## src/rtl/dx_pipeline_stage_pkg.sv

```systemverilog
// Shared constants for the decode-to-execute stage: bubble encodings and
// bit positions inside the 8-bit control bundle.
package dx_pipeline_stage_pkg;

  localparam logic [2:0] ALU_OP_NOOP = 3'h1;

  localparam int CTRL_BRANCH    = 7;
  localparam int CTRL_ALU_SRC   = 6;
  localparam int CTRL_REG_DST   = 5;
  localparam int CTRL_MEM_REG   = 4;
  localparam int CTRL_REG_WRITE = 3;
  localparam int CTRL_JUMP      = 2;
  localparam int CTRL_MEM_WRITE = 1;
  localparam int CTRL_MEM_READ  = 0;

  localparam logic [7:0] CTRL_BUBBLE = 8'h00;

  localparam logic [15:0] STALL_MAX = 16'hFFFF;

endpackage

```

## src/rtl/dx_bundle_reg.sv

```systemverilog
// Enabled register for one pipeline bundle. A bubble load overwrites only
// the control part with the bubble encoding and leaves the data part alone.
module dx_bundle_reg #(
  parameter int                DATA_W       = 32,
  parameter int                CTRL_W       = 11,
  parameter logic [CTRL_W-1:0] BUBBLE_VALUE = '0
) (
  input  logic              clk,
  input  logic              rst,
  input  logic              load,
  input  logic              bubble,
  input  logic [DATA_W-1:0] data_d,
  input  logic [CTRL_W-1:0] ctrl_d,
  output logic [DATA_W-1:0] data_q,
  output logic [CTRL_W-1:0] ctrl_q
);

  always_ff @(posedge clk) begin
    if (rst) begin
      data_q <= '0;
      ctrl_q <= BUBBLE_VALUE;
    end else if (load) begin
      ctrl_q <= bubble ? BUBBLE_VALUE : ctrl_d;
      if (!bubble) begin
        data_q <= data_d;
      end
    end
  end

endmodule

```

## src/rtl/dx_pipeline_stage.sv

```systemverilog
// Decode-to-execute pipeline register with a one-entry skid buffer, flush
// support and a saturating count of downstream stall cycles.
module dx_pipeline_stage
  import dx_pipeline_stage_pkg::*;
#(
  parameter int         DATA_WIDTH     = 32,
  parameter int         REG_ADDR_WIDTH = 5,
  parameter logic [2:0] NOOP_ALU_OP    = ALU_OP_NOOP
) (
  input  logic                        clk,
  input  logic                        rst,
  input  logic                        flush,
  input  logic                        in_valid,
  output logic                        in_ready,
  input  logic [DATA_WIDTH-1:0]       pc_value_next,
  input  logic [DATA_WIDTH-1:0]       read_data_0,
  input  logic [DATA_WIDTH-1:0]       read_data_1,
  input  logic [DATA_WIDTH-1:0]       immediate,
  input  logic [2:0]                  alu_op,
  input  logic [7:0]                  ctrl,
  input  logic [3*REG_ADDR_WIDTH-1:0] reg_addrs,
  output logic                        out_valid,
  input  logic                        out_ready,
  output logic [DATA_WIDTH-1:0]       pc_value,
  output logic [DATA_WIDTH-1:0]       read_data_buffered_0,
  output logic [DATA_WIDTH-1:0]       read_data_buffered_1,
  output logic [DATA_WIDTH-1:0]       immediate_buffered,
  output logic [2:0]                  alu_op_buffered,
  output logic [7:0]                  ctrl_buffered,
  output logic [3*REG_ADDR_WIDTH-1:0] reg_addrs_buffered,
  output logic [15:0]                 stall_cycles
);

  localparam int              BUNDLE_W = 4*DATA_WIDTH + 3*REG_ADDR_WIDTH;
  localparam int              CTRL_W   = 11;
  localparam logic [CTRL_W-1:0] BUBBLE = {NOOP_ALU_OP, CTRL_BUBBLE};

  logic                skid_valid;
  logic                accept;
  logic                m_advance;
  logic                m_load;
  logic                m_bubble;
  logic                s_load;
  logic [BUNDLE_W-1:0] in_data;
  logic [BUNDLE_W-1:0] m_data;
  logic [BUNDLE_W-1:0] m_data_d;
  logic [BUNDLE_W-1:0] s_data;
  logic [CTRL_W-1:0]   in_ctrl;
  logic [CTRL_W-1:0]   m_ctrl;
  logic [CTRL_W-1:0]   m_ctrl_d;
  logic [CTRL_W-1:0]   s_ctrl;

  // in_ready comes straight from a flop, so out_ready never reaches it combinationally
  assign in_ready  = ~skid_valid;
  assign accept    = in_valid & in_ready & ~flush;
  assign m_advance = ~out_valid | out_ready;
  assign s_load    = ~flush & out_valid & ~out_ready & accept;

  assign m_load    = flush | m_advance;
  assign m_bubble  = flush | ~(skid_valid | accept);
  assign in_data   = {pc_value_next, read_data_0, read_data_1, immediate, reg_addrs};
  assign in_ctrl   = {alu_op, ctrl};
  assign m_data_d  = skid_valid ? s_data : in_data;
  assign m_ctrl_d  = skid_valid ? s_ctrl : in_ctrl;

  dx_bundle_reg #(
    .DATA_W       (BUNDLE_W),
    .CTRL_W       (CTRL_W),
    .BUBBLE_VALUE (BUBBLE)
  ) u_main (
    .clk    (clk),
    .rst    (rst),
    .load   (m_load),
    .bubble (m_bubble),
    .data_d (m_data_d),
    .ctrl_d (m_ctrl_d),
    .data_q (m_data),
    .ctrl_q (m_ctrl)
  );

  dx_bundle_reg #(
    .DATA_W       (BUNDLE_W),
    .CTRL_W       (CTRL_W),
    .BUBBLE_VALUE (BUBBLE)
  ) u_skid (
    .clk    (clk),
    .rst    (rst),
    .load   (s_load),
    .bubble (1'b0),
    .data_d (in_data),
    .ctrl_d (in_ctrl),
    .data_q (s_data),
    .ctrl_q (s_ctrl)
  );

  assign {pc_value, read_data_buffered_0, read_data_buffered_1,
          immediate_buffered, reg_addrs_buffered} = m_data;
  assign {alu_op_buffered, ctrl_buffered} = m_ctrl;

  always_ff @(posedge clk) begin
    if (rst) begin
      out_valid  <= 1'b0;
      skid_valid <= 1'b0;
    end else if (flush) begin
      out_valid  <= 1'b0;
      skid_valid <= 1'b0;
    end else begin
      if (m_advance) begin
        out_valid  <= skid_valid | accept;
        skid_valid <= 1'b0;
      end else if (s_load) begin
        skid_valid <= 1'b1;
      end
    end
  end

  always_ff @(posedge clk) begin
    if (rst) begin
      stall_cycles <= '0;
    end else if (out_valid && !out_ready && stall_cycles != STALL_MAX) begin
      stall_cycles <= stall_cycles + 16'd1;
    end
  end

endmodule
```

## config.mk

```make
export PLATFORM = sky130hd
export DESIGN_NAME = dx_pipeline_stage
export DESIGN_NICKNAME = d
export VERILOG_FILES = /design/src/rtl/dx_pipeline_stage_pkg.sv /design/src/rtl/dx_bundle_reg.sv /design/src/rtl/dx_pipeline_stage.sv
export SDC_FILE = /design/constraint.sdc
export NUM_CORES = 1
export LEC_CHECK = 0
export CAP_MARGIN = 20
export CELL_PAD_IN_SITES_DETAIL_PLACEMENT = 0
export CELL_PAD_IN_SITES_GLOBAL_PLACEMENT = 1
export CORE_MARGIN = 8
export CORE_UTILIZATION = 35
export DETAILED_ROUTE_END_ITERATION = 6
export PLACE_DENSITY_LB_ADDON = 0.1
export SLEW_MARGIN = 30
export SYNTH_ARGS = -nofsm -noshare
export SYNTH_HDL_FRONTEND = slang
export SYNTH_HIERARCHICAL = 1
export SYNTH_SLANG_ARGS = --single-unit
```

## constraint.sdc

```tcl
create_clock -name clk -period 3.35 [get_ports clk]
set_input_delay 0.335 -clock clk [delete_from_list [all_inputs] [get_ports clk]]
set_output_delay 0.335 -clock clk [all_outputs]
set_load 0.02 [all_outputs]
```

==> results by group <==
Setup path
  • CP startpoint kind: flip-flop
  • RR Startpoint: out_valid
  • Critical Path RT: about 3000 ps
  • Path depth of the worst reg2reg path: 7
  • Reg2reg end: u_skid/data_q[103]
  • Critical Path End Type: output port
  • Data arrival, critical path: 2220 ps
  • Critical path peak fanout: about 110
  • CP Class: flip-flop to output port
  • R2r setup slk: 1000 ps

CTS
  • Worst skew pair latency: 550 ps
  • CTS resizes: 0
  • CTS Buffer Depth: 3
  • CTS tree: yes
  • H-tree depth: 2
  • Hold_buf cts: 0
  • # clock sinks: about 330
  • Clock root buffer: clkbuf_16
  • Reg clk slew, reported paths: 50 ps
  • Number of CTS-inserted buffers: between 40 and 50
  • Post-CTS setup buffer count: 0

Finish
  • Cell Count, Final, Fillers Out: 2543
  • Share of layout cells above drive strength 1: 15.2%
  • Final nets: 2054
  • Area delta synth->final: 27.3%
  • FF+latch area: ~6500 um2
  • Area of the multi-input gates: approximately 9400 um2
  • Fill cells: approximately 4600

Die
  • Core area: approximately 48000 um2
  • Die Area: between 50000 and 60000 um2
  • Boundary pin count: 331
  • Initial Util: between 30% and 40%
  • Die height: approximately 240 um
  • Standard-cell row count: 80
  • Die span in x: roughly 240 um

Placed design
  • Post-DP HPWL: between 30000 and 40000 um
  • Number of instances in the placed design: about 2500
  • # port buffers: between 300 and 400
  • GP Congestion: around 0.75
  • Pre-CTS setup slack: ~650 ps

Synth
  • Syn Nets: 1852
  • Ys async rst share: 0%
  • Yosys warnings: 6
  • Yosys top cell by area: dfxtp_1
  • Netlist cell types: 47
  • Yosys reg bits: roughly 330
  • Mean post-synth cell area: ~10 um2
  • Synth Instances: roughly 1700
  • Share of Yosys cell area claimed by the top area cell type: between 30% and 40%
  • Main synth FF type: dfxtp_1
  • Seq/Total Area, Yosys: 38.5%
  • Post-synthesis cell area: between 15000 and 20000 um2
  • Post-synth EDFFs: 0
  • Largest cells by area after synthesis: dfxtp_1, nand4bb_1, nand2b_1

STA
  • Period utilization: between 70% and 80%
  • Setup TNS: 0 ps
  • Period minus WS final: roughly 2600 ps
  • Fin. Hold Viols: 0
  • Slew @ Worst Pin: 809 ps
  • Fmax: about 0.4 GHz
  • Finish-stage setup viols: 0
  • Setup ws final: around 800 ps
  • Unrepaired setup endpoints after global routing: false
  • Max-slew violations: 0
  • Worst slew margin: around 46%
  • Min Hold Slack: around 330 ps
  • Clk_skew: approximately 13 ps

Route
  • DRT antenna net count: 0
  • Via Count: approximately 13000
  • WL final: 53300 um
  • Drt initial violations: 857
  • Drt drc: 0
  • Drt pass-1 iters: 5
  • Per-cell routed wire length: approximately 21 um
  • Vias per cell: around 5.3

Global routing
  • Total track usage: between 10% and 20%
  • GR Util met2: ~30%
  • Vias in the first global route: about 14000
  • Met1 usage: between 20% and 30%
  • Pin count of the biggest net entering global routing: between 150 and 200
  • GRT Max-Usage Layer: met2
  • Met3 global-route usage: between 4 and 5%
  • Total grt overflow: 0
  • Initial antenna violation count: 14
  • First-pass GRT wire length: roughly 83000 um

Min path
  • Worst Hold Class: input port to flip-flop
  • Worst Hold Launch: rst
  • Hold depth: 2
  • WHS Endpoint: stall_cycles[6]

Job
  • Max Cap Viol: 0

Run status
  • Status: complete, no violations

Power and ir drop
  • Pwr Density: approximately 430 nW/um2
  • Leak: 6.95 nW
  • Total power: 9.36 mW
  • VDD IR max: about 0.00027 V
==> layout make-up <==
cell class | count | area share (%)
multi-input combinational | 1171 | 43.5
clock inverter | 4 | 0.209
inverter | 5 | 0.0870
sequential | 326 | 30.3
antenna | 7 | 0.0812
timing repair buffer | 349 | 16.8
clock buffer | 66 | 5.42
tap | 615 | 3.57
==> power by group <==
group | total [mW] | switching [mW] | leakage [nW] | internal (mW)
Clock | 4.17 | 1.72 | 0.591 | 2.45
Sequential | 4.04 | 0.0627 | 2.65 | 3.98
Combinational | 1.15 | 0.526 | 3.71 | 0.626
==> worst max-delay path by stage <==
| stage | slack (ps) | end | start | cells after the start |
|---|---|---|---|---|
| 2_1_floorplan | 1360 | u_skid/data_q[110] | out_valid | 8 |
| 4_1_cts | 770 | in_ready | skid_valid | 3 |
| 3_5_place_dp | 650 | u_skid/data_q[76] | out_ready | 8 |
| 5_1_grt | 720 | in_ready | skid_valid | 3 |
| 3_3_place_gp | 730 | u_skid/data_q[98] | out_ready | 8 |
| 6_report | 800 | in_ready | skid_valid | 3 |
==> placed cells by master, fill, tap and decap left out, drive strengths merged, types with 2 or more instances in the layout <==
master / instances
nor2b: 5
inv: 5
o311ai: 3
clkbuf: 66
clkdlybuf4s50: 329
or4: 3
dfxtp: 326
and3: 4
nand2: 9
nand3b: 20
o41ai: 2
nor4: 5
clkinv: 3
diode: 7
nand2b: 309
mux2: 155
or3: 3
buf: 20
a21oi: 31
nor3: 9
o31ai: 2
a211oi: 4
o21ai: 288
nand3: 6
nor2: 10
nand4b: 2
nand4: 4
nand4bb: 286
==> cells by family after synthesis <==
kind of cell / after synthesis / share of synthesized area [%]
flops: 326 / 38.5
compound gates: 335 / 11.4
fa+ha+maj: 1 / 0.0738
simple gates: 679 / 33.5
other cells: 1 / 0.0221
mux: 155 / 10.3
buf+inv: 195 / 6.17
==> per-layer routing <==
layer,vias to the layer above,wire length (um)
li1,6554,-
met1,6571,24200
met2,273,24800
met3,77,2930
met4,14,1290
met5,-,94
==> critical path, cell delays in order, from the launching register on <==
cell	delay [ps]
dfxtp_4	380
buf_12	420
inv_1	80
clkdlybuf4s50_1	570
==> stage by stage <==
stage | instance area (um2) | utilization, %
2_1_floorplan | 17000 | -
3_3_place_gp | 20300 | 42.6
3_5_place_dp | 20300 | 42.6
4_1_cts | 21600 | 45.1
5_1_grt | 21600 | 45.2
6_report | 21600 | 45.2
==> Yosys cell counts, types with 5 or more instances <==
library cell	number
buf_2	20
dfxtp_1	326
clkbuf_1	110
buf_6	33
inv_1	5
a21oi_1	29
nand4bb_1	286
nand2b_1	309
clkbuf_2	20
mux2_2	155
nor2_1	10
nor4_1	5
o21ai_1	70
nor3_1	9
nand3b_1	20
o21ai_0	164
nand2_1	9
nand3_1	5
o21ai_2	54
==> state kept, by name, indices dropped and copies added (netlist names) <==
name           flops
u_main/data_q    143
u_skid/data_q    143
stall_cycles      16
u_main/ctrl_q     11
u_skid/ctrl_q     11
out_valid          1
skid_valid         1
Power figures use the tool's default switching activity.
